### src/rtl/serial_subtractor.sv
// serial_subtractor: bit-serial a - b, LSB first, one bit per clock.
// Start/busy/done handshake; diff and borrow are registered and held
// until the next completion.
// Optional macro SERIAL_SUB_OVF_EN adds a registered signed-overflow flag (ovf).
module serial_subtractor #(
  parameter int WIDTH = 8
) (
  input  logic             clk,
  input  logic             rst,
  input  logic             start,
  input  logic [WIDTH-1:0] a,
  input  logic [WIDTH-1:0] b,
  output logic             busy,
  output logic             done,
  output logic [WIDTH-1:0] diff,
  output logic             borrow
`ifdef SERIAL_SUB_OVF_EN
  ,
  output logic             ovf
`endif
);

  localparam int CW = (WIDTH > 1) ? $clog2(WIDTH) : 1;

  typedef enum logic [1:0] {
    IDLE  = 2'd0,
    SHIFT = 2'd1,
    DONE  = 2'd2
  } state_t;

  state_t           state;
  state_t           state_next;

  logic [WIDTH-1:0] sa;
  logic [WIDTH-1:0] sb;
  // Partial result. The top bit of the final result is never stored here;
  // it is the cell output on the last edge and goes straight into diff.
  logic [WIDTH-2:0] res;
  logic             bin;
  logic [CW-1:0]    cnt;

  logic             d;
  logic             bout;
  logic             last;
  logic             accept;
  logic [WIDTH-1:0] res_full;

`ifdef SERIAL_SUB_OVF_EN
  logic             a_msb;
  logic             b_msb;
`endif

  // Full-subtractor cell on the current LSBs plus the registered borrow
  always_comb begin
    d        = sa[0] ^ sb[0] ^ bin;
    bout     = (~sa[0] & sb[0]) | (~(sa[0] ^ sb[0]) & bin);
    last     = (cnt == CW'(WIDTH - 1));
    accept   = start && (state != SHIFT);
    res_full = {d, res};
  end

  assign busy = (state == SHIFT);
  assign done = (state == DONE);

  // State register
  always_ff @(posedge clk or posedge rst) begin
    if (rst) begin
      state <= IDLE;
    end else begin
      state <= state_next;
    end
  end

  // Next-state logic; DONE may re-enter SHIFT directly for back-to-back use
  always_comb begin
    state_next = state;
    case (state)
      IDLE:    if (start) state_next = SHIFT;
      SHIFT:   if (last)  state_next = DONE;
      DONE:    state_next = start ? SHIFT : IDLE;
      default: state_next = IDLE;
    endcase
  end

  // Operand capture, serial shifting and result loading
  always_ff @(posedge clk or posedge rst) begin
    if (rst) begin
      sa     <= '0;
      sb     <= '0;
      res    <= '0;
      bin    <= 1'b0;
      cnt    <= '0;
      diff   <= '0;
      borrow <= 1'b0;
`ifdef SERIAL_SUB_OVF_EN
      a_msb  <= 1'b0;
      b_msb  <= 1'b0;
      ovf    <= 1'b0;
`endif
    end else if (accept) begin
      sa    <= a;
      sb    <= b;
      bin   <= 1'b0;
      cnt   <= '0;
`ifdef SERIAL_SUB_OVF_EN
      a_msb <= a[WIDTH-1];
      b_msb <= b[WIDTH-1];
`endif
    end else if (state == SHIFT) begin
      sa  <= sa >> 1;
      sb  <= sb >> 1;
      res <= res_full[WIDTH-1:1];
      bin <= bout;
      // Hold on the final bit so the counter never wraps mid-operation
      if (!last) begin
        cnt <= cnt + CW'(1);
      end
      if (last) begin
        diff   <= res_full;
        borrow <= bout;
`ifdef SERIAL_SUB_OVF_EN
        ovf    <= (a_msb != b_msb) && (d != a_msb);
`endif
      end
    end
  end

endmodule

### config.mk
export PLATFORM = sky130hd
export DESIGN_NAME = serial_subtractor
export DESIGN_NICKNAME = d
export VERILOG_FILES = /design/src/rtl/serial_subtractor.sv
export SDC_FILE = /design/constraint.sdc
export NUM_CORES = 1
export LEC_CHECK = 0
export ABC_AREA = 1
export CAP_MARGIN = 10
export CORE_ASPECT_RATIO = 1.2
export CORE_UTILIZATION = 34
export DETAILED_ROUTE_END_ITERATION = 8
export PLACE_DENSITY = 0.56
export SLEW_MARGIN = 40
export SYNTH_ARGS = -nofsm -noshare
export SYNTH_HDL_FRONTEND = slang
export SYNTH_SLANG_ARGS = --single-unit
### constraint.sdc
create_clock -name clk -period 1.6 [get_ports clk]
set_input_delay 0.24 -clock clk [delete_from_list [all_inputs] [get_ports clk]]
set_output_delay 0.24 -clock clk [all_outputs]
set_load 0.005 [all_outputs]
==> results of run 1 <==
## registers in the layout (all words and copies together) (netlist names)
| signal | count |
|---|---|
| bin | 1 |
| borrow | 1 |
| cnt | 3 |
| diff | 8 |
| res | 7 |
| sa | 8 |
| sb | 8 |
| state | 2 |
## routing by layer
metal	track usage, %	wire length (um)	vias up
met5	0	0	-
met4	5.217	59	0
met3	4.651	167	5
met2	24.29	1558	29
met1	17.04	1455	608
li1	-	-	669
## power breakdown
group / switching (W) / total, W / internal (W)
logic: 0.000756 / 0.00138 / 0.000622
clock network: 0.000343 / 0.000689 / 0.000346
registers: 0.000237 / 0.00161 / 0.00138
total: 0.00134 / 0.00368 / 0.00234
## path summary, 6_finish.rpt
check | start | slack (ps) | depth (start not counted) | endpoint
min | rst | 290 | 3 | borrow$_DFFE_PP0P_
min reg2reg | diff[6]$_DFFE_PP0P_ | 470 | 2 | diff[6]$_DFFE_PP0P_
max reg2reg | cnt[0]$_DFFE_PP0P_ | 210 | 7 | cnt[1]$_DFFE_PP0P_
min in group clk | diff[6]$_DFFE_PP0P_ | 470 | 2 | diff[6]$_DFFE_PP0P_
max in group asynchronous | rst | 1110 | 3 | state[0]$_DFFE_PP0P_
max | cnt[0]$_DFFE_PP0P_ | 210 | 7 | cnt[1]$_DFFE_PP0P_
## logic make-up after synthesis
| family | share of synthesized area, % |
|---|---|
| fa+ha+maj | 2.709 |
| compound gates | 0.9027 |
| flops | 57.19 |
| buf+inv | 5.794 |
| simple gates | 33.41 |
## worst max-delay path, stage by stage, from the launching register on
cell and delay, ps:
sky130_fd_sc_hd__dfrtp_1 400, sky130_fd_sc_hd__ha_1 210, sky130_fd_sc_hd__ha_1 200, sky130_fd_sc_hd__inv_1 110
sky130_fd_sc_hd__nand3_1 160, sky130_fd_sc_hd__inv_1 130, sky130_fd_sc_hd__nand2_1 60, sky130_fd_sc_hd__nand2_1 70
## area by class of cell
cell class | count | area [um^2] | share of cell area (%)
multi-input cells | 132 | 615.6 | 29.11
clock buffers | 6 | 82.58 | 3.905
repair buffers | 33 | 334.1 | 15.80
flip-flops and latches | 38 | 952.2 | 45.03
well taps | 58 | 72.57 | 3.432
inverters | 12 | 45.04 | 2.130
clock inverters | 2 | 12.51 | 0.5917
## stage by stage
step | instances | worst slack [ps]
floorplan | 190 | 328.3
global placement | 272 | 202.4
detailed placement | 272 | 199.1
CTS | 281 | 2.231
global route | 281 | 88.91
finish | 281 | 206.6
## Yosys cell counts, types with 2 or more instances
cell                      instances
sky130_fd_sc_hd__inv_1           10
sky130_fd_sc_hd__o21ai_0          3
sky130_fd_sc_hd__ha_1             2
sky130_fd_sc_hd__nand2_1         74
sky130_fd_sc_hd__inv_2            2
sky130_fd_sc_hd__buf_2            5
sky130_fd_sc_hd__nor2_4           2
sky130_fd_sc_hd__dfrtp_1         38
sky130_fd_sc_hd__buf_6            2
sky130_fd_sc_hd__nand3_1         46
sky130_fd_sc_hd__nor2_1           2
## repair_timing
| action | 4_1_cts | 5_1_grt |
|---|---|---|
| gates resized for setup | 2 | 1 |
| setup buffers | 1 | 0 |
| endpoints found under the setup margin | 2 | 1 |
| cloned | 0 | 0 |
==> flow_summary.html, run 1 <==
<table>
<tr><th>Metric</th><th>Value</th></tr>
<tr><th colspan="2">Outcome</th></tr>
<tr><td>Result of the run</td><td>finished clean</td></tr>
<tr><th colspan="2">Layout</th></tr>
<tr><td>Fill cells</td><td>461</td></tr>
<tr><td>Final core utilization</td><td>a little under half</td></tr>
<tr><td>Final net count</td><td>approximately 240</td></tr>
<tr><td>Synth-to-layout area growth</td><td>27.16%</td></tr>
<tr><td>Ratio of cells with drive above 1 in the final layout</td><td>8.520%</td></tr>
<tr><td>Commonest cells after routing, fill and taps aside</td><td>74 x sky130_fd_sc_hd__nand2_1, 46 x sky130_fd_sc_hd__nand3_1, 37 x sky130_fd_sc_hd__dfrtp_1, 27 x sky130_fd_sc_hd__clkdlybuf4s50_1, 10 x sky130_fd_sc_hd__inv_1</td></tr>
<tr><td>Leading cell type in the layout, fill and taps excluded</td><td>sky130_fd_sc_hd__nand2_1</td></tr>
<tr><td>Antenna Diode Count</td><td>0</td></tr>
<tr><td>Final instance area</td><td>about 2100 um^2</td></tr>
<tr><th colspan="2">Synthesis</th></tr>
<tr><td>Area of the mapped netlist</td><td>~1700 um^2</td></tr>
<tr><td>FF+latch count, synth</td><td>38</td></tr>
<tr><td>Dominant synthesized flop cell</td><td>sky130_fd_sc_hd__dfrtp_1</td></tr>
<tr><td>Cell taking the most area after synthesis</td><td>sky130_fd_sc_hd__dfrtp_1</td></tr>
<tr><td>Cells taking the most area after synthesis</td><td>sky130_fd_sc_hd__dfrtp_1 57%, sky130_fd_sc_hd__nand2_1 17%, sky130_fd_sc_hd__nand3_1 14%</td></tr>
<tr><td>Proportion of synthesized chip area in sequential cells</td><td>between 50% and 60%</td></tr>
<tr><td>Post-synth EDFFs</td><td>0</td></tr>
<tr><td>Synth Instances</td><td>190</td></tr>
<tr><td>Unique cell type count in the Yosys netlist</td><td>15</td></tr>
<tr><td>Post-synthesis area per instance</td><td>~8.8 um^2</td></tr>
<tr><td>Proportion of synthesized flip-flops having asynchronous set or reset</td><td>between 90% and 100%</td></tr>
<tr><td>Post-synth net total</td><td>between 200 and 250</td></tr>
<tr><td>Yosys warning count</td><td>0</td></tr>
<tr><td>Top-area cell type share of the netlist area</td><td>between 50% and 60%</td></tr>
<tr><th colspan="2">Routing</th></tr>
<tr><td>First drt pass iteration count</td><td>4</td></tr>
<tr><td>Post-Route WL</td><td>~3.2 mm</td></tr>
<tr><td>Remaining design rule violation count</td><td>0</td></tr>
<tr><td>Number of vias in the routed layout</td><td>approximately 1300</td></tr>
<tr><td>Number of vias per cell after detailed routing</td><td>approximately 4.7</td></tr>
<tr><td>Routed wirelength normalized by instance count</td><td>about 12 um</td></tr>
<tr><td>Antenna-violating nets left</td><td>0</td></tr>
<tr><td>Count of routing violations after the opening detailed-route iteration</td><td>a little under 70</td></tr>
<tr><th colspan="2">Die</th></tr>
<tr><td>Die height</td><td>just under 80 um</td></tr>
<tr><td>Effective utilization at floorplan</td><td>a little over a third</td></tr>
<tr><td>Cell row count</td><td>27</td></tr>
<tr><td>Count of pins on the block boundary</td><td>30</td></tr>
<tr><td>Die footprint</td><td>between 5000 and 6000 um^2</td></tr>
<tr><td>Die X-Extent</td><td>about 66 um</td></tr>
<tr><td>Placeable Area</td><td>between 4000 and 5000 um^2</td></tr>
<tr><th colspan="2">Clocking</th></tr>
<tr><td>Root buffer cell</td><td>sky130_fd_sc_hd__clkbuf_8</td></tr>
<tr><td>Number of H-tree levels</td><td>2</td></tr>
<tr><td>Number of buffers added by the clock tree synthesis step</td><td>5</td></tr>
<tr><td>TritonCTS clock tree</td><td>done</td></tr>
<tr><td>Sinks on Clock Net</td><td>38</td></tr>
<tr><td>Post-CTS clock slew at the launch and capture registers of the worst setup and hold paths</td><td>roughly 80 ps</td></tr>
<tr><td>Hold_buf cts</td><td>0</td></tr>
<tr><td>Clock latency on the worst-skew pair</td><td>a little under 300 ps</td></tr>
<tr><td>Number of buffers between clock root and the deepest sink</td><td>2</td></tr>
<tr><th colspan="2">Timing</th></tr>
<tr><td>Final period demand of the worst path</td><td>1393 ps</td></tr>
<tr><td>Tcrit/Tclk final</td><td>87.09%</td></tr>
<tr><td>Max Fclk</td><td>between 700 and 800 MHz</td></tr>
<tr><td>Worst Skew</td><td>approximately 5.9 ps</td></tr>
<tr><td>Final setup vio count</td><td>0</td></tr>
<tr><td>Final-layout worst hold slack</td><td>between 200 and 300 ps</td></tr>
<tr><td>Worst-case headroom to the max-slew limit</td><td>about 70%</td></tr>
<tr><td>Setup tns final</td><td>0 ps</td></tr>
<tr><td>Final Hold Fails</td><td>0</td></tr>
<tr><td>Total count of max-transition violations in the final report</td><td>0</td></tr>
<tr><td>Transition time of the tightest slew-check pin</td><td>between 400 and 500 ps</td></tr>
<tr><td>Setup repair after global routing missed its margin</td><td>false</td></tr>
<tr><th colspan="2">Placed design</th></tr>
<tr><td>Input/output buffers</td><td>29</td></tr>
<tr><td>Detailed Place HPWL</td><td>between 2 and 2.5 mm</td></tr>
<tr><td>Gp weighted congestion</td><td>0.6742</td></tr>
<tr><td>Standard cell area after detailed placement</td><td>approximately 2000 um^2</td></tr>
<tr><th colspan="2">Worst hold path</th></tr>
<tr><td>Type of the most critical hold path</td><td>input port to asynchronous set/reset pin</td></tr>
<tr><th colspan="2">GRT</th></tr>
<tr><td>Via count of the first global-routing pass</td><td>~1300</td></tr>
<tr><td>Largest net degree at the start of global routing</td><td>39</td></tr>
<tr><td>Final global-route overflow total</td><td>0</td></tr>
<tr><td>First-pass GRT wire length</td><td>approximately 5.7 mm</td></tr>
<tr><td>Total GRT Usage</td><td>14.50%</td></tr>
<tr><td>Number of antenna violations at the first check in global routing</td><td>0</td></tr>
<tr><th colspan="2">Worst setup path</th></tr>
<tr><td>Data required time at the worst endpoint</td><td>~1800 ps</td></tr>
<tr><td>Sort of element at the start of the critical path</td><td>register</td></tr>
<tr><td>Nature of the critical path endpoint</td><td>register</td></tr>
<tr><td>Critical Path Fanout Max</td><td>5</td></tr>
<tr><td>Worst endpoint data arrival time</td><td>around 1600 ps</td></tr>
<tr><td>Setup CP Type</td><td>register to register</td></tr>
<tr><th colspan="2">Pwr</th></tr>
<tr><td>Power density over the cells</td><td>between 1500 and 2000 nW/um^2</td></tr>
<tr><td>Leakage Power</td><td>between 1 and 1.5 nW</td></tr>
<tr><td>Post-layout power</td><td>0.003679 W</td></tr>
<tr><td>Max IR drop VDD</td><td>0.6879 mV</td></tr>
<tr><th colspan="2">Run</th></tr>
<tr><td>Max-cap violation count</td><td>0</td></tr>
</table>
Power figures use the tool's default switching activity.
==> run 2, diff against run 1 <==
Settings changed: RECOVER_POWER from default to 50.
==> run 2 against run 1 <==
  * Clock skew hardly changed
  * Critical path depth unchanged
  * Sequential share of layout area rose by 0.40 points
  * Cell area decreased by 0.89%
  * Highest routed layer unchanged
  * Non-clock buffer count is the same
==> flow_summary.html, run 2 (synthesized netlist as in run 1, its figures left out) <==
<table>
<tr><th>Metric</th><th>Value</th></tr>
<tr><th colspan="2">Die</th></tr>
<tr><td>Die X-Extent</td><td>65.84 um (unchanged)</td></tr>
<tr><td>Die height</td><td>78.61 um (unchanged)</td></tr>
<tr><td>Count of pins on the block boundary</td><td>30 (unchanged)</td></tr>
<tr><td>Effective utilization at floorplan</td><td>35.93% (unchanged)</td></tr>
<tr><td>Cell row count</td><td>27 (unchanged)</td></tr>
<tr><td>Die footprint</td><td>5176 um^2 (unchanged)</td></tr>
<tr><td>Placeable Area</td><td>4628 um^2 (unchanged)</td></tr>
<tr><th colspan="2">Timing</th></tr>
<tr><td>Final Hold Fails</td><td>0 (unchanged)</td></tr>
<tr><td>Final period demand of the worst path</td><td>1395 ps (was 1393 ps)</td></tr>
<tr><td>Total count of max-transition violations in the final report</td><td>0 (unchanged)</td></tr>
<tr><td>Final setup vio count</td><td>0 (unchanged)</td></tr>
<tr><td>Transition time of the tightest slew-check pin</td><td>937.4 ps (was 455.8 ps)</td></tr>
<tr><td>Tcrit/Tclk final</td><td>87.20% (was 87.09%)</td></tr>
<tr><td>Setup repair after global routing missed its margin</td><td>false (unchanged)</td></tr>
<tr><td>Worst-case headroom to the max-slew limit</td><td>37.50% (was 69.58%)</td></tr>
<tr><td>Setup tns final</td><td>0 ps (unchanged)</td></tr>
<tr><td>Worst Skew</td><td>5.879 ps (was 5.874 ps)</td></tr>
<tr><td>Max Fclk</td><td>716.8 MHz (was 717.7 MHz)</td></tr>
<tr><th colspan="2">Clocking</th></tr>
<tr><td>Root buffer cell</td><td>sky130_fd_sc_hd__clkbuf_8 (unchanged)</td></tr>
<tr><td>Number of H-tree levels</td><td>2 (unchanged)</td></tr>
<tr><td>Clock latency on the worst-skew pair</td><td>290 ps (about the same)</td></tr>
<tr><td>Number of buffers between clock root and the deepest sink</td><td>2 (unchanged)</td></tr>
<tr><td>Post-CTS clock slew at the launch and capture registers of the worst setup and hold paths</td><td>80 ps (about the same)</td></tr>
<tr><td>TritonCTS clock tree</td><td>done (unchanged)</td></tr>
<tr><td>Sinks on Clock Net</td><td>38 (unchanged)</td></tr>
<tr><td>Hold_buf cts</td><td>0 (unchanged)</td></tr>
<tr><td>Number of buffers added by the clock tree synthesis step</td><td>5 (unchanged)</td></tr>
<tr><th colspan="2">Worst setup path</th></tr>
<tr><td>Data required time at the worst endpoint</td><td>1830 ps (about the same)</td></tr>
<tr><td>Launch point of the worst path</td><td>cnt[0]$_DFFE_PP0P_ (unchanged)</td></tr>
<tr><td>Sort of element at the start of the critical path</td><td>register (unchanged)</td></tr>
<tr><td>Internal reg-to-reg setup slack</td><td>200 ps (was 210 ps)</td></tr>
<tr><td>Critical Path Fanout Max</td><td>5 (unchanged)</td></tr>
<tr><td>FF-to-FF path depth</td><td>7 (unchanged)</td></tr>
<tr><td>Setup CP Type</td><td>register to register (unchanged)</td></tr>
<tr><td>Worst R2R End</td><td>cnt[1]$_DFFE_PP0P_ (unchanged)</td></tr>
<tr><td>Capturing element of the worst setup path</td><td>cnt[1]$_DFFE_PP0P_ (unchanged)</td></tr>
<tr><td>Nature of the critical path endpoint</td><td>register (unchanged)</td></tr>
<tr><td>Worst endpoint data arrival time</td><td>1620 ps (about the same)</td></tr>
<tr><td>Crit Reg-Reg Startpoint</td><td>cnt[0]$_DFFE_PP0P_ (unchanged)</td></tr>
<tr><th colspan="2">Routing</th></tr>
<tr><td>Antenna-violating nets left</td><td>0 (unchanged)</td></tr>
<tr><td>Routed wirelength normalized by instance count</td><td>11.53 um (about the same)</td></tr>
<tr><td>Count of routing violations after the opening detailed-route iteration</td><td>69 (unchanged)</td></tr>
<tr><td>Remaining design rule violation count</td><td>0 (unchanged)</td></tr>
<tr><td>First drt pass iteration count</td><td>4 (unchanged)</td></tr>
<tr><td>Post-Route WL</td><td>3.239 mm (was 3.241 mm)</td></tr>
<tr><td>Number of vias per cell after detailed routing</td><td>4.665 (unchanged)</td></tr>
<tr><td>Number of vias in the routed layout</td><td>1311 (unchanged)</td></tr>
<tr><th colspan="2">Pwr</th></tr>
<tr><td>Leakage Power</td><td>1.053 nW (was 1.062 nW)</td></tr>
<tr><td>Power density over the cells</td><td>1748 nW/um^2 (was 1740 nW/um^2)</td></tr>
<tr><td>Post-layout power</td><td>0.003664 W (was 0.003679 W)</td></tr>
<tr><td>Max IR drop VDD</td><td>0.6872 mV (was 0.6879 mV)</td></tr>
<tr><th colspan="2">GRT</th></tr>
<tr><td>First-pass GRT wire length</td><td>5.685 mm (unchanged)</td></tr>
<tr><td>Via count of the first global-routing pass</td><td>1315 (unchanged)</td></tr>
<tr><td>Final global-route overflow total</td><td>0 (unchanged)</td></tr>
<tr><td>Total GRT Usage</td><td>14.50% (unchanged)</td></tr>
<tr><td>Number of antenna violations at the first check in global routing</td><td>0 (unchanged)</td></tr>
<tr><td>Largest net degree at the start of global routing</td><td>39 (unchanged)</td></tr>
<tr><th colspan="2">Layout</th></tr>
<tr><td>Final net count</td><td>244 (unchanged)</td></tr>
<tr><td>Ratio of cells with drive above 1 in the final layout</td><td>8.072% (was 8.520%)</td></tr>
<tr><td>Largest registers</td><td>diff (8), sa (8), sb (8) (unchanged)</td></tr>
<tr><td>Final standard cell count with taps included and fillers excluded</td><td>281 (unchanged)</td></tr>
<tr><td>Final core utilization</td><td>45.28% (was 45.69%)</td></tr>
<tr><td>Commonest cells after routing, fill and taps aside</td><td>74 x sky130_fd_sc_hd__nand2_1, 46 x sky130_fd_sc_hd__nand3_1, 37 x sky130_fd_sc_hd__dfrtp_1, 26 x sky130_fd_sc_hd__clkdlybuf4s50_1, 10 x sky130_fd_sc_hd__inv_1 (was 74 x sky130_fd_sc_hd__nand2_1, 46 x sky130_fd_sc_hd__nand3_1, 37 x sky130_fd_sc_hd__dfrtp_1, 27 x sky130_fd_sc_hd__clkdlybuf4s50_1, 10 x sky130_fd_sc_hd__inv_1)</td></tr>
<tr><td>Leading cell type in the layout, fill and taps excluded</td><td>sky130_fd_sc_hd__nand2_1 (unchanged)</td></tr>
<tr><td>Antenna Diode Count</td><td>0 (unchanged)</td></tr>
<tr><td>Fill cells</td><td>462 (was 461)</td></tr>
<tr><td>Synth-to-layout area growth</td><td>26.03% (was 27.16%)</td></tr>
<tr><th colspan="2">Run</th></tr>
<tr><td>Max-cap violation count</td><td>0 (unchanged)</td></tr>
<tr><th colspan="2">Placed design</th></tr>
<tr><td># placed instances</td><td>272 (unchanged)</td></tr>
<tr><td>Input/output buffers</td><td>29 (unchanged)</td></tr>
<tr><td>Detailed Place HPWL</td><td>2.198 mm (unchanged)</td></tr>
<tr><td>Gp weighted congestion</td><td>0.6742 (unchanged)</td></tr>
<tr><th colspan="2">Worst hold path</th></tr>
<tr><td>Type of the most critical hold path</td><td>register to register (was input port to asynchronous set/reset pin)</td></tr>
<tr><th colspan="2">Outcome</th></tr>
<tr><td>Result of the run</td><td>finished clean (unchanged)</td></tr>
</table>
[run 2: cell count changes in the layout (fill, tap and decap cells not counted)]
cell	delta
sky130_fd_sc_hd__buf_12	-1
sky130_fd_sc_hd__buf_4	-1
sky130_fd_sc_hd__clkbuf_1	+1
sky130_fd_sc_hd__clkbuf_2	+1
sky130_fd_sc_hd__clkdlybuf4s50_1	-1
sky130_fd_sc_hd__dlygate4sd3_1	+1
[run 2: worst max-delay path: stages, from the launching register on]
cell and delay (ps):
sky130_fd_sc_hd__dfrtp_1 400, sky130_fd_sc_hd__ha_1 210, sky130_fd_sc_hd__ha_1 200, sky130_fd_sc_hd__inv_1 110, sky130_fd_sc_hd__nand3_1 160, sky130_fd_sc_hd__inv_1 130, sky130_fd_sc_hd__nand2_1 60, sky130_fd_sc_hd__nand2_1 70
[run 2: cell type report]
| class | instances | area (um^2) | share of cell area (%) |
|---|---|---|---|
| timing repair buffer | 33 | 315.3 | 15.04 |
| multi-input combinational | 132 | 615.6 | 29.37 |
| clock buffer | 6 | 82.58 | 3.940 |
| sequential | 38 | 952.2 | 45.43 |
| tap | 58 | 72.57 | 3.463 |
| inverter | 12 | 45.04 | 2.149 |
| clock inverter | 2 | 12.51 | 0.5970 |
[run 2: worst min path at each step]
stage                                    from                   to  slack (ps)  cells past startpoint
after detailed placement  diff[6]$_DFFE_PP0P_  diff[6]$_DFFE_PP0P_         460                      2
after global placement    diff[6]$_DFFE_PP0P_  diff[6]$_DFFE_PP0P_         450                      2
final                     diff[6]$_DFFE_PP0P_  diff[6]$_DFFE_PP0P_         470                      2
after CTS                                 rst   borrow$_DFFE_PP0P_         310                      3
after floorplan                          a[7]    sa[7]$_DFFE_PP0P_         350                      2
after global routing       res[6]$_DFFE_PP0P_  diff[6]$_DFFE_PP0P_         500                      2
[run 2: repair_timing]
item / CTS / global route
pin swaps: 0 / 0
gates cloned: 0 / 0
resized for setup: 2 / 1
setup endpoints to repair: 2 / 1
setup buffers: 1 / 0
[run 2: metal layers]
| layer | routed length [um] | up-vias | share of wire, % | track usage, % |
|---|---|---|---|---|
| met3 | 167 | 5 | 5.2 | 4.651 |
| li1 | - | 668 | - | - |
| met5 | 0 | - | 0 | 0 |
| met4 | 59 | 0 | 1.8 | 5.217 |
| met1 | 1454 | 609 | 45 | 17.04 |
| met2 | 1558 | 29 | 48 | 24.29 |
[run 2: power by group]
group          total, W  internal, W  switching, W
combinational   0.00136     0.000607      0.000755
clock          0.000689     0.000346      0.000343
sequential      0.00161      0.00138      0.000237
[run 2: per-stage QoR]
step | hold slack (ps) | setup slack [ps] | area (um^2)
4_1_cts | 305.5 | 2.231 | 2112
5_1_grt | 500.8 | 66.39 | 2096
3_3_place_gp | 452.2 | 202.4 | 2009
6_report | 471.5 | 204.8 | 2096
2_1_floorplan | 349.6 | 328.3 | 1663
3_5_place_dp | 457.6 | 199.1 | 2009
